[src/rtl/decrypt_pkg.sv]
// Shared constants, state encoding and LFSR step for the program-2 decryption sequencer.
// Pure declarations: no latency, no flow control.
package decrypt_pkg;

    localparam int TAP_N          = 9;
    localparam int DEF_CRYPT_BASE = 64;
    localparam int DEF_OUT_BASE   = 0;
    localparam int DEF_NBYTES     = 64;
    localparam int DEF_PRE_CHECK  = 10;
    localparam int DEF_ADDR_W     = 8;
    localparam int CNT_W          = 8;

    localparam logic [6:0] TAPS [TAP_N] = '{
        7'h60, 7'h48, 7'h78, 7'h72, 7'h6A, 7'h69, 7'h5C, 7'h7E, 7'h7B
    };

    typedef enum logic [2:0] {
        ST_IDLE,
        ST_PRE_RD,
        ST_PRE_CAP,
        ST_SELECT,
        ST_DEC_RD,
        ST_DEC_WR,
        ST_DONE,
        ST_FAIL
    } state_t;

    function automatic logic [6:0] lfsr7_next(input logic [6:0] s, input logic [6:0] tap);
        return {s[5:0], ^(s & tap)};
    endfunction

endpackage

[src/rtl/decrypt_ctrl_lfsr7.sv]
// lfsr7: 7-bit Fibonacci LFSR with synchronous load (priority) and step.
// Latency: new state visible the cycle after load/step; no backpressure.
module lfsr7
    import decrypt_pkg::*;
(
    input  logic       Clk,
    input  logic       Reset,
    input  logic       load,
    input  logic       step,
    input  logic [6:0] tap,
    input  logic [6:0] seed,
    output logic [6:0] state
);

    logic [6:0] state_q;

    always_ff @(posedge Clk or negedge Reset) begin
        if (!Reset) begin
            state_q <= '0;
        end else if (load) begin
            state_q <= seed;
        end else if (step) begin
            state_q <= lfsr7_next(state_q, tap);
        end
    end

    assign state = state_q;

endmodule

[src/rtl/decrypt_ctrl.sv]
// decrypt_ctrl: recovers LFSR tap/seed from the space preamble, then decrypts NBYTES back to memory.
// Latency: Ack 150 cycles after launch (22 on FAIL); memory never stalls, Start high aborts to IDLE.
module decrypt_ctrl
    import decrypt_pkg::*;
#(
    parameter int CRYPT_BASE = DEF_CRYPT_BASE,
    parameter int OUT_BASE   = DEF_OUT_BASE,
    parameter int NBYTES     = DEF_NBYTES,
    parameter int PRE_CHECK  = DEF_PRE_CHECK,
    parameter int ADDR_W     = DEF_ADDR_W
) (
    input  logic              Clk,
    input  logic              Reset,
    input  logic              Start,
    output logic              Ack,
    output logic              Error,
    output logic [3:0]        PatIdx,
    output logic [ADDR_W-1:0] MemAddr,
    output logic              MemWrEn,
    output logic [7:0]        MemWrData,
    input  logic [7:0]        MemRdData
);

    state_t            state_q, state_d;
    logic              start_q;
    logic [CNT_W-1:0]  idx_q, idx_d;
    logic [TAP_N-1:0]  alive_q, alive_d;
    logic [3:0]        patidx_q, patidx_d;
    logic [6:0]        init_q, init_d;
    logic [ADDR_W-1:0] addr_q;

    logic              bank_load, bank_step, dec_load, dec_step;
    logic [6:0]        bank_state [TAP_N];
    logic [6:0]        dec_state;
    logic [6:0]        dec_tap;
    logic [6:0]        rd7;
    logic              rd_unused;

    assign rd7       = MemRdData[6:0];
    assign rd_unused = MemRdData[7];
    assign dec_tap   = (patidx_q < 4'd9) ? TAPS[patidx_q] : 7'h00;

    for (genvar g = 0; g < TAP_N; g++) begin : g_bank
        lfsr7 u_lfsr (
            .Clk   (Clk),
            .Reset (Reset),
            .load  (bank_load),
            .step  (bank_step),
            .tap   (TAPS[g]),
            .seed  (rd7),
            .state (bank_state[g])
        );
    end

    lfsr7 u_dec_lfsr (
        .Clk   (Clk),
        .Reset (Reset),
        .load  (dec_load),
        .step  (dec_step),
        .tap   (dec_tap),
        .seed  (init_q),
        .state (dec_state)
    );

    always_ff @(posedge Clk or negedge Reset) begin
        if (!Reset) begin
            state_q  <= ST_IDLE;
            start_q  <= 1'b0;
            idx_q    <= '0;
            alive_q  <= '0;
            patidx_q <= '0;
            init_q   <= '0;
            addr_q   <= '0;
        end else begin
            state_q  <= state_d;
            start_q  <= Start;
            idx_q    <= idx_d;
            alive_q  <= alive_d;
            patidx_q <= patidx_d;
            init_q   <= init_d;
            addr_q   <= MemAddr;
        end
    end

    always_comb begin
        state_d   = state_q;
        idx_d     = idx_q;
        alive_d   = alive_q;
        patidx_d  = patidx_q;
        init_d    = init_q;
        bank_load = 1'b0;
        bank_step = 1'b0;
        dec_load  = 1'b0;
        dec_step  = 1'b0;
        case (state_q)
            ST_IDLE: begin
                if (start_q && !Start) begin
                    state_d = ST_PRE_RD;
                    idx_d   = '0;
                end
            end
            ST_PRE_RD: state_d = ST_PRE_CAP;
            ST_PRE_CAP: begin
                if (idx_q == '0) begin
                    bank_load = 1'b1;
                    alive_d   = '1;
                    init_d    = rd7;
                end else begin
                    // Compare against the post-step value so the kill lands with the step.
                    bank_step = 1'b1;
                    for (int p = 0; p < TAP_N; p++) begin
                        if (lfsr7_next(bank_state[p], TAPS[p]) != rd7) alive_d[p] = 1'b0;
                    end
                end
                if (idx_q == CNT_W'(PRE_CHECK - 1)) begin
                    state_d = ST_SELECT;
                    idx_d   = '0;
                end else begin
                    state_d = ST_PRE_RD;
                    idx_d   = idx_q + 1'b1;
                end
            end
            ST_SELECT: begin
                idx_d = '0;
                if (alive_q == '0 || init_q == '0) begin
                    state_d = ST_FAIL;
                end else begin
                    state_d  = ST_DEC_RD;
                    dec_load = 1'b1;
                    for (int p = TAP_N - 1; p >= 0; p--) begin
                        if (alive_q[p]) patidx_d = 4'(p);
                    end
                end
            end
            ST_DEC_RD: state_d = ST_DEC_WR;
            ST_DEC_WR: begin
                dec_step = 1'b1;
                if (idx_q == CNT_W'(NBYTES - 1)) begin
                    state_d = ST_DONE;
                end else begin
                    state_d = ST_DEC_RD;
                    idx_d   = idx_q + 1'b1;
                end
            end
            ST_DONE: state_d = ST_DONE;
            ST_FAIL: state_d = ST_FAIL;
            default: state_d = ST_IDLE;
        endcase
        if (Start) state_d = ST_IDLE;
    end

    always_comb begin
        MemAddr = addr_q;
        case (state_q)
            ST_PRE_RD, ST_DEC_RD: MemAddr = ADDR_W'(CRYPT_BASE + int'(idx_q));
            ST_DEC_WR:            MemAddr = ADDR_W'(OUT_BASE + int'(idx_q));
            default:              MemAddr = addr_q;
        endcase
    end

    assign MemWrEn   = (state_q == ST_DEC_WR) && !Start;
    assign MemWrData = MemWrEn ? {1'b0, rd7 ^ dec_state} : 8'h00;
    assign Ack       = (state_q == ST_DONE) || (state_q == ST_FAIL);
    assign Error     = (state_q == ST_FAIL);
    assign PatIdx    = patidx_q;

endmodule
[config.mk]
export PLATFORM = sky130hd
export DESIGN_NAME = decrypt_ctrl
export DESIGN_NICKNAME = d
export VERILOG_FILES = /design/src/rtl/decrypt_pkg.sv /design/src/rtl/decrypt_ctrl_lfsr7.sv /design/src/rtl/decrypt_ctrl.sv
export SDC_FILE = /design/constraint.sdc
export NUM_CORES = 1
export LEC_CHECK = 0
export ABC_AREA = 1
export BUFFER_PORTS_ARGS = -buffer_cell sky130_fd_sc_hd__clkbuf_2
export CAP_MARGIN = 20
export CORE_MARGIN = 4
export CORE_UTILIZATION = 50
export CTS_BUF_LIST = sky130_fd_sc_hd__clkbuf_4 sky130_fd_sc_hd__clkbuf_8 sky130_fd_sc_hd__clkbuf_16
export DETAILED_ROUTE_END_ITERATION = 7
export GPL_ROUTABILITY_DRIVEN = 0
export PLACE_DENSITY = 0.72
export SETUP_SLACK_MARGIN = 0.2
export SLEW_MARGIN = 20
export SYNTH_ARGS = -nofsm -noshare
export SYNTH_HDL_FRONTEND = slang
export SYNTH_SLANG_ARGS = --single-unit
[constraint.sdc]
create_clock -name Clk -period 4.74 [get_ports Clk]
set_clock_uncertainty 0.05 [all_clocks]
set_input_delay 0.237 -clock Clk [delete_from_list [all_inputs] [get_ports Clk]]
set_output_delay 0.237 -clock Clk [all_outputs]
set_load 0.05 [all_outputs]
-- Word-level counts from Yosys, hierarchy flattened
Memory sizes are Yosys's and may differ from the RTL's.
Index checks and enable logic that the tools add are counted.
- flip-flop bits (word level): 110
- bits in read-only memories: 112
- input port bits: 11
- output and inout port bits: 23
- logic and storage cells: 161
- memories kept: 1
- add/sub/neg operators: 2
- $lt $le $gt $ge: 2
- equality and inequality tests: 21
- multiplexer cells: 61
- bitwise logic cells: 4
- reductions and logical operators: 45
- memories (name ; depth ; bits a word ; read ports ; clocked after Yosys merged registers in ; write ports ; RTL line ; text):
    (name not given) ; 16 ; 7 ; 1 ; 0 ; 0 ; decrypt_ctrl.sv:41 ; assign dec_tap = (patidx_q < 4'd9) ? TAPS[patidx_q] : 7'h00;
- operators with widths (cell ; count):
    two-way mux 7 bit ; 24
    parity 7 bit ; 10
    != test 7 bit ; 9
    two-way mux 4 bit ; 9
    one-hot mux 8 bit (4 select lines) ; 1
    two-way mux 8 bit ; 3
    one-hot mux 3 bit (8 select lines) ; 1
    nonzero test 2 bit ; 11
    AND reduction 2 bit ; 10
    two-way mux 1 bit ; 16
    one-hot mux 8 bit (2 select lines) ; 1
    == test 3 bit (second input constant) ; 4
    logical NOT 9 bit ; 1
    two-way mux 9 bit ; 1
    nonzero test 9 bit ; 1
    adder 7 x 8 -> 8 bit (first input constant) ; 1
    adder 8 x 1 -> 8 bit (second input constant) ; 1
    == test 8 x 4 -> 1 bit (second input constant) ; 1
    == test 8 x 6 -> 1 bit (second input constant) ; 1
    logical NOT 8 bit ; 1
    bitwise AND 7 bit ; 1
    logical NOT 7 bit ; 1
    bitwise XOR 7 bit ; 1
    == test 3 x 2 -> 1 bit (second input constant) ; 2
    other kinds (16) ; 23

-- Depth between registers and ports, before layout
- depth in word-level cells: 9
- gate-level depth with buffers: 14
- mapped depth without buffers: 14

-- Cells and area by module
A second synthesis with hierarchy kept.
- cells, all modules: 1391
- area total of the unflattened synthesis: 8513.2 sq um
- modules (own cells, without submodules) (module ; instances ; cells an instance ; area each (sq um) ; sequential area each (sq um)):
    lfsr7 ; 10 ; 74 ; 471.7 ; 175.2
    decrypt_ctrl ; 1 ; 651 ; 3796.1 ; 1001.0

-- Worst setup path after synthesis
No wires, ideal clock.
- kind: register to output
- start point: register state_q[1]
- end point: output port MemWrData[0]
- arrival: 2.455 ns
- data required time: 4.453 ns
- slack: 1.998 ns
- cell stages (with the launch flop): 7
- path buffers: 1
- cells stage by stage: dfrtp_1 > inv_2 > nand3_2 > buf_6 > nor2_1 > inv_1 > a21oi_1
- word-level cells in the longest chain between the ends: 3
- RTL lines (what ; RTL line ; text):
    start: declaration ; decrypt_ctrl.sv:24 ; state_t state_q, state_d;
    start signal: assignment ; decrypt_ctrl.sv:75 ; state_q <= state_d;
    == test 3 bit ; decrypt_ctrl.sv:161 ; assign MemWrEn = (state_q == ST_DEC_WR) && !Start;
    logical AND 1 bit ; decrypt_ctrl.sv:161 ;
    net MemWrEn ; decrypt_ctrl.sv:19 ; output logic MemWrEn,
    two-way mux 7 bit ; decrypt_ctrl.sv:162 ; assign MemWrData = MemWrEn ? {1'b0, rd7 ^ dec_state} : 8'h00;
    end: declaration ; decrypt_ctrl.sv:20 ; output logic [7:0] MemWrData,
The timed path passes the listed nets, and every way through them passes these cells.

-- Worst setup path in the final report
- start point: register state_q[2]
- end point: output port MemAddr[4]
- word-level cells in the longest chain between the ends: 3
- elaborated cells between the ends (all ways): 5
- classes of those cells: 3 x eq/ne; 1 x mux; 1 x reduce/logical
- RTL lines (what ; RTL line ; text):
    == test 3 bit or == test 3 x 1 -> 1 bit (tied branches) ; decrypt_ctrl.sv:154 ; case (state_q)
    OR reduction 2 bit ; decrypt_ctrl.sv:154 ;
    one-hot mux 8 bit (2 select lines) (*) ; decrypt_ctrl.sv:154 ;
    end: declaration ; decrypt_ctrl.sv:18 ; output logic [ADDR_W-1:0] MemAddr,
Every way passes the cells marked *; elsewhere a longest branch is shown, timed or not.

==> flow_summary.json <==
{
  "hpwl_microns": 10500,
  "postCtsSetupBuffers": 0,
  "path_class": "flop to output port",
  "syn_inst": 801,
  "synth_nets": 820,
  "worst_slew_pin_slew_ps": 1060,
  "fp.dieH_microns": 121,
  "layout.cells.non_filler": 994,
  "initial_core_util": 0.508,
  "clock.fmax_mhz": 354,
  "diodes": 0,
  "antenna_found_initial": 0,
  "crit_fanout": 14,
  "drtPass1Iterations": 7,
  "synth-seq-cells": 110,
  "violations": "negative hold slack",
  "grt_pass1_wl_microns": 26200,
  "ios": 34,
  "holdWs_ps": -26.1,
  "clk_pin_slew_ps": 70,
  "end_kind": "output port",
  "setup_tns_ps": 0,
  "cp_num_buf_inv": 2,
  "die_w_microns": 121,
  "fin_crit_ps": 2820,
  "mostFrequentLayoutCells": "nand2_1, dfrtp_1, inv_1",
  "register_area_sq_um": 2750,
  "cts.sinks": 110,
  "outcome": "complete, but fails checks",
  "detail-route-antenna-nets": 0,
  "synth_cell_types": 43,
  "power.density_nw_per_um2": 580,
  "cts_hold_buf": 0,
  "critPathTopFamily": "simple AND/OR/NAND/NOR gates",
  "ys.flop_type": "dfrtp_1",
  "power.leakage_nw": 3.54,
  "rsz0062_at_grt": "false",
  "syn_to_final_growth_pct": 8.35,
  "cp_slowest_cell": "nor2_1",
  "cts_resized": 0,
  "place_inst": 978,
  "irDropWorstVdd_mv": 0.234,
  "crit_chain": "nand3_2, inv_1, nor2_1, nand2_1, o21ai_0, clkbuf_2",
  "max_slew_margin": 0.296,
  "numCtsBuffers": 9,
  "clock_latency_ps": 360,
  "viasPerCell": 5.55,
  "netlist_area_sq_um": 6380,
  "max_stage_delay_ps": 650,
  "core_sq_um": 12600,
  "final_common_cell": "nand2_1",
  "drive_above_1_share": 0.0912,
  "dieArea_sq_um": 14600,
  "grt_pass1_vias": 4943,
  "overflow": 0,
  "drt_iter0_drc": 648,
  "synth_warnings": 0,
  "detail_route.wl_per_cell_microns": 16.2,
  "seq_area_frac_synth": 0.431,
  "maxCapViolCount": 0,
  "arrival_ps": 2540,
  "track_usage": 0.230,
  "timing.final.crit_share": 0.596,
  "io_buffers": 31,
  "cts-root-buf": "clkbuf_16",
  "vias": 5513,
  "fillers": 1198,
  "setup_viol": 0,
  "nets": 836,
  "grt_max_degree": 75,
  "drc_errors": 0,
  "hold_viol": 34,
  "slew_viol_final": 0,
  "rows": 41,
  "drt_wl_total_microns": 16100,
  "htree_levels": 3,
  "synth.avg_cell_area_sq_um": 7.96,
  "critPathLaunchType": "flop",
  "cts_tree": "done",
  "ys_async_sr_fraction": 1.00,
  "multiInputGateArea_sq_um": 3120,
  "worstPathRequired_ps": 4450,
  "clockBufferDepth": 2,
  "hold_path_class": "primary input to async pin",
  "synth_edf_count": 0
}
-- Yosys cell counts, types with 2 or more instances --
cell	n	area (sq um)
clkbuf_1	5	18.8
o221ai_1	6	52.6
nor2_1	44	165
nor3_2	2	20.0
buf_2	20	100
o2111ai_1	4	35.0
o21bai_1	2	15.0
o21ai_1	11	55.1
nand2_4	3	33.8
nor3_1	10	50.1
xnor2_1	23	201
clkinv_1	2	7.51
a22oi_1	40	300
nand3b_1	3	22.5
a211oi_1	2	15.0
buf_6	2	22.5
or2_2	2	12.5
nand3_2	3	30.0
a2bb2oi_1	24	210
o22ai_1	18	113
a21oi_4	5	81.3
dfrtp_1	110	2750
ha_1	8	100
inv_1	91	342
xor2_1	18	158
nand3_1	41	205
nand4_1	9	56.3
inv_2	4	15.0
o21ai_0	13	65.1
a21oi_1	18	90.1
nand2_1	246	923
-- layout make-up --
class / instances / share of cell area
repair buffers: 34 / 0.0261
well taps: 172 / 0.0311
clock inverters: 5 / 0.00507
clock buffers: 11 / 0.0357
multi-input cells: 565 / 0.451
inverters: 97 / 0.0527
flip-flops and latches: 110 / 0.398
-- per-stage QoR --
step	worst slack, ps	util	cell area [sq um]	hold slack, ps	total power [W]
2_1_floorplan	2000	-	6380	-109	0.00294
3_3_place_gp	2130	0.528	6630	392	0.00324
3_5_place_dp	2110	0.528	6630	393	0.00328
4_1_cts	1880	0.550	6910	9.52	0.00403
5_1_grt	1630	0.550	6910	13.8	0.00436
6_report	1920	0.550	6910	-26.1	0.00401
-- cell families after synthesis --
kind of cell	after synthesis	synth area share
AOI/OAI and AO/OA	149	0.171
buffers and inverters	126	0.0810
adders and majority gates	8	0.0157
and+or+nand+nor	366	0.244
xor gates and xnor gates	41	0.0563
other	1	0.000588
DFF	110	0.431
-- layer usage --
layer | vias up | part of all wire | GRT usage
met5 | - | 0 | 0
met2 | 171 | 0.44 | 0.345
met4 | 0 | 0.026 | 0.0779
met3 | 36 | 0.065 | 0.0476
met1 | 2627 | 0.46 | 0.332
li1 | 2679 | - | -
-- state kept, by name, indices dropped and copies added, names as in the netlist --
name                 flops
u_dec_lfsr.state         7
g_bank.u_lfsr.state     63
start_q                  1
alive_q                  9
addr_q                   8
init_q                   7
state_q                  3
idx_q                    8
PatIdx                   4
-- final timing paths --
path,start,to,slack (ps),cells past startpoint
min in group Clk,Start,start_q,20,1
worst max-delay path,state_q[2],MemAddr[4],1920,6
max in group asynchronous,Reset,g_bank[6].u_lfsr.state[3],3620,2
worst min register to register,alive_q[1],alive_q[1],420,2
worst max register to register,idx_q[6],g_bank[8].u_lfsr.state[0],2110,8
worst min-delay path,Reset,u_dec_lfsr.state[0],-30,1
-- worst register-to-register path, delay by kind of cell (launching register included) --
family                     cells  cell delay, ps
AOI/OAI and AO/OA              1              70
adders and majority gates      1             280
buffers and inverters          2             640
DFF                            1             360
and+or+nand+nor                4            1070
-- where the power goes --
group | total [W] | switching, W | internal (W)
registers | 0.00164 | 0.000339 | 0.00130
logic | 0.00164 | 0.000947 | 0.000697
clock network | 0.000727 | 0.000350 | 0.000377
(Power assumes the default switching activity.)
